[src/rtl/miriscv_lsu_split.sv]
// Load/store unit between the miriscv core and a DATA_W-wide data port.
// A misaligned access that crosses a bus word either becomes two memory beats or raises a fault.
module miriscv_lsu_split #(
    parameter int DATA_W        = 32,
    parameter bit MISALIGNED_EN = 1'b1
) (
    input  logic                clk_i,
    input  logic                arstn_i,
    input  logic                lsu_req_i,
    input  logic                lsu_we_i,
    input  logic [2:0]          lsu_size_i,
    input  logic [31:0]         lsu_addr_i,
    input  logic [DATA_W-1:0]   lsu_data_i,
    output logic [DATA_W-1:0]   lsu_data_o,
    output logic                core_stall_o,
    output logic                lsu_fault_o,
    output logic                data_req_o,
    output logic                data_we_o,
    output logic [DATA_W/8-1:0] data_be_o,
    output logic [31:0]         data_addr_o,
    output logic [DATA_W-1:0]   data_wdata_o,
    input  logic [DATA_W-1:0]   data_rdata_i,
    input  logic                mem_ready_i
);
    localparam int L     = DATA_W / 8;
    localparam int OFF_W = $clog2(L);

    typedef enum logic [1:0] {IDLE = 2'd0, BEAT0 = 2'd1, BEAT1 = 2'd2} state_t;

    state_t              state_q, state_d;
    logic [31:0]         addr_q, addr_d;
    logic [2:0]          size_q, size_d;
    logic                we_q, we_d;
    logic [DATA_W-1:0]   wdata_q, wdata_d;
    logic [DATA_W-1:0]   rbuf_q, rbuf_d;

    logic [OFF_W-1:0]    off_in, off_q;
    logic [OFF_W+2:0]    rot_sh;
    logic [DATA_W-1:0]   rot_data;
    logic                illegal_in, cross_in, cross_q;
    logic                fault, complete;

    // True when an access of the given size starting at byte offset off spills past the bus word.
    function automatic logic crosses(input logic [OFF_W-1:0] off, input logic [2:0] size);
        logic [4:0] last;
        last = 5'(off) + (5'd1 << size[1:0]);
        return last > 5'(L);
    endfunction

    assign off_in     = lsu_addr_i[OFF_W-1:0];
    assign off_q      = addr_q[OFF_W-1:0];
    assign cross_in   = crosses(off_in, lsu_size_i);
    assign cross_q    = crosses(off_q, size_q);
    assign illegal_in = (lsu_size_i == 3'd7) ||
                        ((DATA_W == 32) && ((lsu_size_i == 3'd3) || (lsu_size_i == 3'd6)));

    // Store data is rotated once at accept time so both beats drive the same word.
    assign rot_sh   = {off_in, 3'b000};
    assign rot_data = (lsu_data_i << rot_sh) | (lsu_data_i >> (DATA_W - int'(rot_sh)));

    always_comb begin
        state_d  = state_q;
        addr_d   = addr_q;
        size_d   = size_q;
        we_d     = we_q;
        wdata_d  = wdata_q;
        rbuf_d   = rbuf_q;
        fault    = 1'b0;
        complete = 1'b0;
        case (state_q)
            IDLE: begin
                if (lsu_req_i) begin
                    if (illegal_in || (cross_in && !MISALIGNED_EN)) begin
                        fault = 1'b1;
                    end else begin
                        addr_d  = lsu_addr_i;
                        size_d  = lsu_size_i;
                        we_d    = lsu_we_i;
                        wdata_d = rot_data;
                        state_d = BEAT0;
                    end
                end
            end
            BEAT0: begin
                if (mem_ready_i) begin
                    if (cross_q) begin
                        rbuf_d  = data_rdata_i;
                        state_d = BEAT1;
                    end else begin
                        complete = 1'b1;
                        state_d  = IDLE;
                    end
                end
            end
            BEAT1: begin
                if (mem_ready_i) begin
                    complete = 1'b1;
                    state_d  = IDLE;
                end
            end
            default: state_d = IDLE;
        endcase
    end

    always_ff @(posedge clk_i or negedge arstn_i) begin
        if (!arstn_i) begin
            state_q <= IDLE;
            addr_q  <= '0;
            size_q  <= '0;
            we_q    <= 1'b0;
            wdata_q <= '0;
            rbuf_q  <= '0;
        end else begin
            state_q <= state_d;
            addr_q  <= addr_d;
            size_q  <= size_d;
            we_q    <= we_d;
            wdata_q <= wdata_d;
            rbuf_q  <= rbuf_d;
        end
    end

    logic [2*L-1:0]    nmask, be_full;
    logic [31:0]       addr_aligned;

    always_comb begin
        nmask = '0;
        for (int i = 0; i < L; i++) begin
            nmask[i] = (i < (1 << size_q[1:0]));
        end
    end

    assign be_full      = nmask << off_q;
    assign addr_aligned = {addr_q[31:OFF_W], {OFF_W{1'b0}}};

    assign data_req_o   = (state_q == BEAT0) || (state_q == BEAT1);
    assign data_we_o    = data_req_o && we_q;
    assign data_be_o    = (state_q == BEAT0) ? be_full[L-1:0] :
                          (state_q == BEAT1) ? be_full[2*L-1:L] : '0;
    assign data_addr_o  = (state_q == BEAT0) ? addr_aligned :
                          (state_q == BEAT1) ? addr_aligned + 32'(L) : '0;
    assign data_wdata_o = data_req_o ? wdata_q : '0;

    // Reset must silence the request-derived outputs even while the core holds lsu_req_i.
    assign core_stall_o = arstn_i && lsu_req_i && !complete && !fault;
    assign lsu_fault_o  = arstn_i && fault;

    logic [2*DATA_W-1:0] ld_vec;
    logic [DATA_W-1:0]   ld_raw, ld_keep, ld_ext;
    logic                ld_sign;

    assign ld_vec = (state_q == BEAT1) ? {data_rdata_i, rbuf_q} : {{DATA_W{1'b0}}, data_rdata_i};

    always_comb begin
        ld_raw = DATA_W'(ld_vec >> {off_q, 3'b000});
        for (int i = 0; i < DATA_W; i++) begin
            ld_keep[i] = (i < (8 << size_q[1:0]));
        end
        case (size_q[1:0])
            2'd0:    ld_sign = ld_raw[7];
            2'd1:    ld_sign = ld_raw[15];
            2'd2:    ld_sign = ld_raw[31];
            default: ld_sign = ld_raw[DATA_W-1];
        endcase
        ld_ext = (ld_raw & ld_keep) | ((!size_q[2] && ld_sign) ? ~ld_keep : '0);
    end

    assign lsu_data_o = complete ? ld_ext : '0;

endmodule

[config.mk]
export PLATFORM = sky130hd
export DESIGN_NAME = miriscv_lsu_split
export DESIGN_NICKNAME = d
export VERILOG_FILES = /design/src/rtl/miriscv_lsu_split.sv
export SDC_FILE = /design/constraint.sdc
export NUM_CORES = 1
export LEC_CHECK = 0
export CORE_UTILIZATION = 49
export DETAILED_ROUTE_END_ITERATION = 8
export GPL_TIMING_DRIVEN = 0
export PLACE_DENSITY_LB_ADDON = 0.2
export SYNTH_ARGS = -nofsm -noshare
export SYNTH_HDL_FRONTEND = slang
export SYNTH_SLANG_ARGS = --single-unit
[constraint.sdc]
create_clock -name clk_i -period 3.8 [get_ports clk_i]
set_input_delay 0.38 -clock clk_i [delete_from_list [all_inputs] [get_ports clk_i]]
set_output_delay 0.38 -clock clk_i [all_outputs]
set_load 0.01 [all_outputs]
* After elaboration in Yosys (flattened, before gate mapping)
Index checks and enable logic that the tools add are counted.
Word-level totals: register bits after elaboration 102, output and inout bits 104, logic and storage cells 107
Cells by class: add/subtract/negate cells 3, magnitude comparators 37, equality and inequality tests 10, shift-type cells 7, muxes and demuxes 22, bitwise logic cells 5, reductions and logical operators 17
Operator list (count):
- < comparator 6 x 32 -> 1 bit (first input constant) | 16
- < comparator 5 x 32 -> 1 bit (first input constant) | 8
- two-way mux 32 bit | 5
- < comparator 3 x 32 -> 1 bit (first input constant) | 4
- < comparator 4 x 32 -> 1 bit (first input constant) | 4
- < comparator 1 x 32 -> 1 bit (first input constant) | 2
- < comparator 2 x 32 -> 1 bit (first input constant) | 2
- two-way mux 64 bit | 1
- OR 32 bit | 2
- right shift 64 x 5 -> 32 bit | 1
- adder 32 x 3 -> 32 bit (second input constant) | 1
- bitwise AND 32 bit | 1
- NOT 32 bit | 1
- << shifter 1 x 2 -> 32 bit (first input constant) | 1
- << shifter 32 x 5 -> 32 bit | 1
- << shifter 4 x 2 -> 32 bit (first input constant) | 1
- right shift 32 x 32 -> 32 bit | 1
- two-way mux 2 bit | 5
- two-way mux 4 bit | 2
- inequality test 2 bit (second input constant) | 4
- << shifter 4 x 2 -> 8 bit | 1
- subtractor 6 x 5 -> 7 bit (first input constant) | 1
- equality test 3 bit (second input constant) | 2
- logical AND 1 bit | 6
- other kinds (15) | 28

* Longest topological paths before layout
Gate-level depths: netlist of run 1.
word-level depth 9, depth in mapped cells 11

* Worst setup path before layout of run 1
Ideal clock, no wire load.
path kind register -> output, start reg size_q[0], end out lsu_data_o[22], data arrival time 2450 ps, slack 970 ps, stages on the path, launching flop included 12, buffers on the path 3, path through dfrtp_1 -> buf_2 -> nor2_1 -> clkbuf_1 -> ha_1 -> ha_1 -> o2bb2ai_1 -> o22ai_1 -> o21ai_0 -> o2111ai_2 -> buf_6 -> nor2_2
On the way: word-level cells in the longest chain between the ends 7
Ends and longest elaborated chain:
- start, declared | RTL line 32 | logic [2:0] size_q, size_d;
- start signal, assigned | RTL line 116 | size_q <= size_d;
- << shifter 1 x 2 -> 5 bit | RTL line 46 | last = 5'(off) + (5'd1 << size[1:0]);
- adder 2 x 5 -> 5 bit | RTL line 46
- greater-than comparator 5 x 3 -> 1 bit | RTL line 47 | return last > 5'(L);
- two-way mux 1 bit | RTL line 86 | if (cross_q) begin
- two-way mux 1 bit | RTL line 85 | if (mem_ready_i) begin
- case mux 1 bit (2 select lines) | RTL line 70 | case (state_q)
- two-way mux 32 bit (*) | RTL line 168 | assign lsu_data_o = complete ? ld_ext : '0;
- end, declared | RTL line 14 | output logic [DATA_W-1:0] lsu_data_o,
Mark *: on every way between the ends. The rest lies on a longest branch, timed or not.

* Worst setup path in the final report of run 1
start reg size_q[1], end out lsu_data_o[23]
Same word-level chain as after synthesis.

==> results of run 1 <==
[worst min-delay path by stage]
stage / from / to / slack [ns] / depth (start not counted)
floorplan: arstn_i / addr_q[0]$_DFFE_PN0P_ / 0.08 / 0
global placement: wdata_q[21]$_DFFE_PN0P_ / wdata_q[21]$_DFFE_PN0P_ / 0.45 / 2
detailed placement: wdata_q[23]$_DFFE_PN0P_ / wdata_q[23]$_DFFE_PN0P_ / 0.46 / 2
CTS: arstn_i / rbuf_q[1]$_DFFE_PN0P_ / 0.12 / 1
global route: arstn_i / rbuf_q[1]$_DFFE_PN0P_ / 0.16 / 1
finish: arstn_i / rbuf_q[1]$_DFFE_PN0P_ / 0.08 / 1
[metal layers]
layer  up-vias  share of wire, %  GRT usage (%)
li1       3492                 -              -
met3        67               9.4           6.92
met2       474                46           50.0
met1      3709                42           43.3
met5         -                 0              0
met4         0               3.1           12.4
[layout by cell type, fill, tap and decap left out, types with 10 or more instances in the layout]
| master | synthesis | final |
|---|---|---|
| buf_2 | 12 | 12 |
| clkdlybuf4s50_1 | 0 | 202 |
| and2_1 | 36 | 36 |
| nor2_2 | 10 | 10 |
| nand2_1 | 168 | 168 |
| nor2_1 | 65 | 65 |
| clkbuf_1 | 39 | 36 |
| o31ai_1 | 11 | 11 |
| xor2_1 | 18 | 18 |
| o22ai_1 | 16 | 16 |
| mux2_1 | 33 | 33 |
| o21ai_0 | 49 | 48 |
| buf_4 | 9 | 12 |
| mux2i_1 | 61 | 61 |
| nand3_1 | 24 | 24 |
| a221oi_1 | 30 | 30 |
| and3_1 | 11 | 11 |
| a21oi_1 | 35 | 35 |
| dfrtp_1 | 102 | 102 |
[power by group]
part,switching [mW],internal [mW]
clock,0.481,0.536
sequential,0.442,1.61
combinational,2.10,1.91
[flip-flops by register name, summed over array words and instances (netlist names)]
signal / flops
we_q: 1
addr_q: 32
size_q: 3
state_q: 2
wdata_q: 32
rbuf_q: 32
[cell type report]
cell class / instances / area [sq um]
Fill cell: 1213 / 4590
Multi-Input combinational cell: 678 / 4470
Sequential cell: 102 / 2550
Timing Repair Buffer: 205 / 2060
Buffer: 65 / 323
Tap cell: 184 / 230
Clock buffer: 9 / 225
Clock inverter: 7 / 97.6
Inverter: 11 / 41.3
[stage by stage]
stage	power (mW)	hold WS, ns	area, sq um	setup slack, ns	utilization [%]
final	7.08	0.0819	10000	0.0845	68.5
after detailed placement	5.98	0.459	9650	-0.235	66.1
after floorplan	4.38	0.0844	7360	0.970	-
after CTS	7.03	0.117	10000	0.0772	68.5
after global routing	7.50	0.159	10000	-0.0207	68.5
after global placement	5.90	0.451	9620	-2.12	66.0
[logic make-up (layout without fill, tap and decap cells)]
| logic type | count (synthesis) | after routing | synth area share [%] |
|---|---|---|---|
| muxes | 110 | 110 | 16.9 |
| DFF | 102 | 102 | 34.7 |
| xor gates and xnor gates | 23 | 23 | 2.74 |
| and+or+nand+nor | 352 | 352 | 22.5 |
| other | 1 | 2 | 0.0510 |
| AOI/OAI and AO/OA | 184 | 184 | 17.0 |
| adders and majority gates | 7 | 7 | 1.19 |
| buffers and inverters | 77 | 297 | 4.90 |
[repair_timing]
item | 4_1_cts | 5_1_grt
endpoints found under the setup margin | 26 | 24
hold buffers | 0 | 0
gates resized for setup | 6 | 4
pin swaps | 0 | 1
buffers inserted | 1 | 0
==> flow_summary.json, run 1 <==
{
  "status": "complete, no violations",
  "die_h_microns": 125,
  "r2r_slack_ns": 0.93,
  "post_drt_wl_per_cell_microns": 20.1,
  "timing.critical_path.mode_cell": "ha_1",
  "path_class": "flip-flop to primary output",
  "ys.flop_type": "dfrtp_1",
  "die_w_microns": 125,
  "dieArea_sq_mm": 0.0155,
  "yosysMostFrequentCell": "nand2_1",
  "worstSkewPairLatency_ns": 0.36,
  "ys_seq_area_share_pct": 34.7,
  "cp.depth": 11,
  "slew_headroom_pct": 47.3,
  "start_kind": "flip-flop",
  "crit_path_end": "lsu_data_o[23]",
  "ios": 208,
  "place_inst": 1245,
  "worstMarginPinSlew_ns": 0.791,
  "via_per_inst": 6.14,
  "drive_above_1_share_pct": 8.36,
  "grt_overflow": 0,
  "cts-root-buf": "clkbuf_16",
  "r2r_start": "size_q[1]$_DFFE_PN0P_",
  "synth_cells": 856,
  "fmax_ghz": 0.269,
  "antenna_found_initial": 0,
  "fin_nets": 1183,
  "synth-async-reset-ratio_pct": 100,
  "reg2regPathDepth": 10,
  "synth-seq-cells": 102,
  "numCtsBuffers": 9,
  "crit_family": "buffers and inverters",
  "wl_microns": 25300,
  "p_per_area_mw_per_mm2": 708,
  "io_buffers": 203,
  "dr.pass1.iters": 6,
  "drt_iter0_drc": 802,
  "grt_max_degree": 57,
  "setup.worst_path.start": "size_q[1]$_DFFE_PN0P_",
  "path_buf_inv": 3,
  "yosysTopAreaCell": "dfrtp_1",
  "grt_pass1_wl_microns": 39500,
  "cts_max_level": 3,
  "finalCriticalPeriod_ns": 3.72,
  "slowest_delay_ns": 0.56,
  "area_growth_pct": 35.9,
  "setup_violations": 0,
  "clkSlewWorstSetupHoldPaths_ns": 0.08,
  "detail-route-antenna-nets": 0,
  "leakagePower_nw": 4.18,
  "fin_cells": 1261,
  "ys.warnings.count": 0,
  "end_kind": "primary output",
  "initial_utilization_pct": 50.4,
  "rows": 44,
  "crit_fanout": 10,
  "clock_skew_ns": 0.00806,
  "irDropWorstVdd_mv": 0.398,
  "core-area_sq_mm": 0.0146,
  "arrival_ns": 3.34,
  "period_share_pct": 97.8,
  "required_ns": 3.42,
  "finalSetupTns_ns": 0,
  "diodes": 0,
  "finalHoldViolations": 0,
  "vias": 7742,
  "numClockSinks": 102,
  "drc": 0,
  "avgSynthCellArea_sq_um": 8.60,
  "timing.rr.end": "rbuf_q[4]$_DFFE_PN0P_",
  "grt_pass1_vias": 7447,
  "cap_violations": 0,
  "ys_types": 57,
  "synth_top_area_share_pct": 34.7,
  "synthTopCellsByArea": "dfrtp_1 35%, nand2_1 8.6%, mux2i_1 8.3%",
  "path_cells": "nor2_1 -> buf_4 -> ha_1 -> ha_1 -> a211oi_1 -> o22ai_1 -> o21ai_2 -> o2111ai_4 -> buf_6 -> nor2_2 -> clkdlybuf4s50_1",
  "gp_congestion": 0.982,
  "cts.path.max_buffers": 2,
  "cp_slowest_cell": "clkdlybuf4s50_1",
  "synth_common_cells": "168 x nand2_1, 102 x dfrtp_1, 65 x nor2_1",
  "synth-edff-count": 0,
  "place_hpwl_microns": 18200,
  "syn_area_sq_mm": 0.00736,
  "tritoncts": "done",
  "grt_usage_pct": 32.0,
  "drv_slew": 0,
  "hold_path_class": "input port to async pin"
}
Note: power is estimated with default switching activity, not from simulation.
==> run 2: changes to the inputs <==
Settings changed: REMOVE_ABC_BUFFERS set to 1.
==> run 2 against run 1 <==
Compared with the run above: sequential share of layout area increased by 0.40 points; non-clock buffer count fell by 55; clock power fell by 9%; first-iteration DRC count shrank 36%; routed wire length down 15%; clock skew fell by 0.0017 ns; die area unchanged; cell area down 1.1%; final cell count down 4.4%; hold slack improved by 0.39 ns; largest power group unchanged.
==> flow_summary.json, run 2 (synthesized netlist as in run 1, its figures left out) <==
{
  "slew_headroom_pct": 39.2,
  "drt_iter0_drc": 516,
  "cts-root-buf": "clkbuf_16",
  "drv_slew": 0,
  "place_hpwl_microns": 14000,
  "detail-route-antenna-nets": 0,
  "cts_max_level": 3,
  "core-area_sq_mm": 0.0146,
  "cts.path.max_buffers": 2,
  "numCtsBuffers": 9,
  "io_buffers": 205,
  "r2r_slack_ns": 0.81,
  "finalCriticalPeriod_ns": 3.60,
  "gp_congestion": 0.875,
  "cp_slowest_cell": "dfrtp_4",
  "grt_max_degree": 80,
  "fin_nets": 1128,
  "die_w_microns": 125,
  "status": "complete, no violations",
  "path_cells": "inv_1 -> nand2_1 -> xnor2_1 -> ha_1 -> a211oi_1 -> o22ai_1 -> o21ai_2 -> o2111ai_4 -> buf_12 -> nor2_2 -> clkdlybuf4s50_1",
  "dr.pass1.iters": 5,
  "setup_slack_ns": 0.204,
  "p_per_area_mw_per_mm2": 695,
  "reg_top3": "addr_q (32), rbuf_q (32), wdata_q (32)",
  "finalSetupTns_ns": 0,
  "worstSkewPairLatency_ns": 0.35,
  "tritoncts": "done",
  "slowest_delay_ns": 0.57,
  "cap_violations": 0,
  "hold_path_class": "flip-flop to flip-flop",
  "rsz0062_at_grt": "false",
  "clock_skew_ns": 0.00640,
  "crit_fanout": 16,
  "start_kind": "flip-flop",
  "wl_microns": 21500,
  "finalHoldViolations": 0,
  "crit_family": "buffers and inverters",
  "leakagePower_nw": 4.09,
  "min_to": "wdata_q[11]$_DFFE_PN0P_",
  "fmax_ghz": 0.278,
  "numClockSinks": 102,
  "die_h_microns": 125,
  "layout_common_cells": "202 x clkdlybuf4s50_1, 167 x nand2_1, 99 x dfrtp_1",
  "grt_pass1_wl_microns": 34800,
  "drive_above_1_share_pct": 8.42,
  "via_per_inst": 5.94,
  "cp.depth": 11,
  "post-place-ws_ns": -1.30,
  "mostFrequentLayoutCell": "clkdlybuf4s50_1",
  "arrival_ns": 3.22,
  "setup_violations": 0,
  "required_ns": 3.42,
  "post_drt_wl_per_cell_microns": 17.8,
  "dieArea_sq_mm": 0.0155,
  "area_growth_pct": 34.4,
  "diodes": 0,
  "rows": 44,
  "timing.rr.end": "rbuf_q[23]$_DFFE_PN0P_",
  "grt_pass1_vias": 6903,
  "path_class": "flip-flop to primary output",
  "grt_usage_pct": 27.6,
  "worstHoldStart": "wdata_q[11]$_DFFE_PN0P_",
  "path_buf_inv": 3,
  "drc": 0,
  "hold_depth": 2,
  "total_power_mw": 6.87,
  "reg2regPathDepth": 9,
  "worstMarginPinSlew_ns": 0.911,
  "r2r_start": "size_q[1]$_DFFE_PN0P_",
  "period_share_pct": 94.6,
  "irDropWorstVdd_mv": 0.391,
  "clkSlewWorstSetupHoldPaths_ns": 0.07,
  "ios": 208,
  "fillers": 1196,
  "end_kind": "primary output",
  "grt_overflow": 0,
  "initial_utilization_pct": 50.4,
  "antenna_found_initial": 0,
  "vias": 7161
}
==> run 2: worst max-delay path by stage <==
stage                                 from                      end
floorplan            addr_q[0]$_DFFE_PN0P_    rbuf_q[0]$_DFFE_PN0P_
global placement                   arstn_i             core_stall_o
detailed placement           lsu_addr_i[0]  wdata_q[25]$_DFFE_PN0P_
CTS                 state_q[0]$_DFFE_PN0P_           lsu_data_o[16]
global route         size_q[1]$_DFFE_PN0P_           lsu_data_o[20]
finish               size_q[1]$_DFFE_PN0P_           lsu_data_o[23]
==> run 2: stage by stage <==
stage	cells	hold WS [ns]	util (%)	instance area (sq um)
after floorplan	791	0.0844	-	7040
after global placement	1180	0.453	63.9	9330
after detailed placement	1183	0.374	64.5	9420
after CTS	1202	0.474	67.2	9810
after global routing	1205	0.489	67.8	9890
final	1205	0.471	67.8	9890
==> run 2: power by group <==
part	switching [mW]	leakage, nW	internal, mW	total [mW]
logic	1.86	2.71	1.92	3.77
clock network	0.404	0.141	0.523	0.928
registers	0.546	1.24	1.62	2.17
total	2.81	4.09	4.06	6.87
==> run 2: worst register-to-register path: stages, from the launching register on <==
cell,delay [ns]
dfrtp_4,0.57
inv_1,0.16
nand2_1,0.10
xnor2_1,0.15
ha_1,0.29
o2bb2ai_1,0.06
o22ai_1,0.28
and2_1,0.23
nand2_2,0.49
mux2_1,0.53
==> run 2: final cells by class <==
class	instances	area [sq um]	share of cell area, %
Inverter	11	42.5	0.430
Clock buffer	11	243	2.46
Clock inverter	4	47.5	0.481
Sequential cell	102	2560	25.9
Tap cell	184	230	2.33
Multi-Input combinational cell	678	4520	45.8
Timing Repair Buffer	215	2240	22.6
==> run 2: per-layer routing <==
metal  track usage (%)  vias up  part of all wire (%)
met2              45.6      311                    48
li1                  -     3377                     -
met4              10.9        0                   2.4
met1              35.5     3433                    42
met5                 0        -                     0
met3              5.37       40                   7.2
==> run 2: timing repair <==
item	in CTS	in global routing
pin swaps	2	4
endpoints found under the setup margin	97	54
buffers inserted	3	3
endpoints found under the hold margin	7	0
gates resized for setup	16	8
hold buffers	1	0
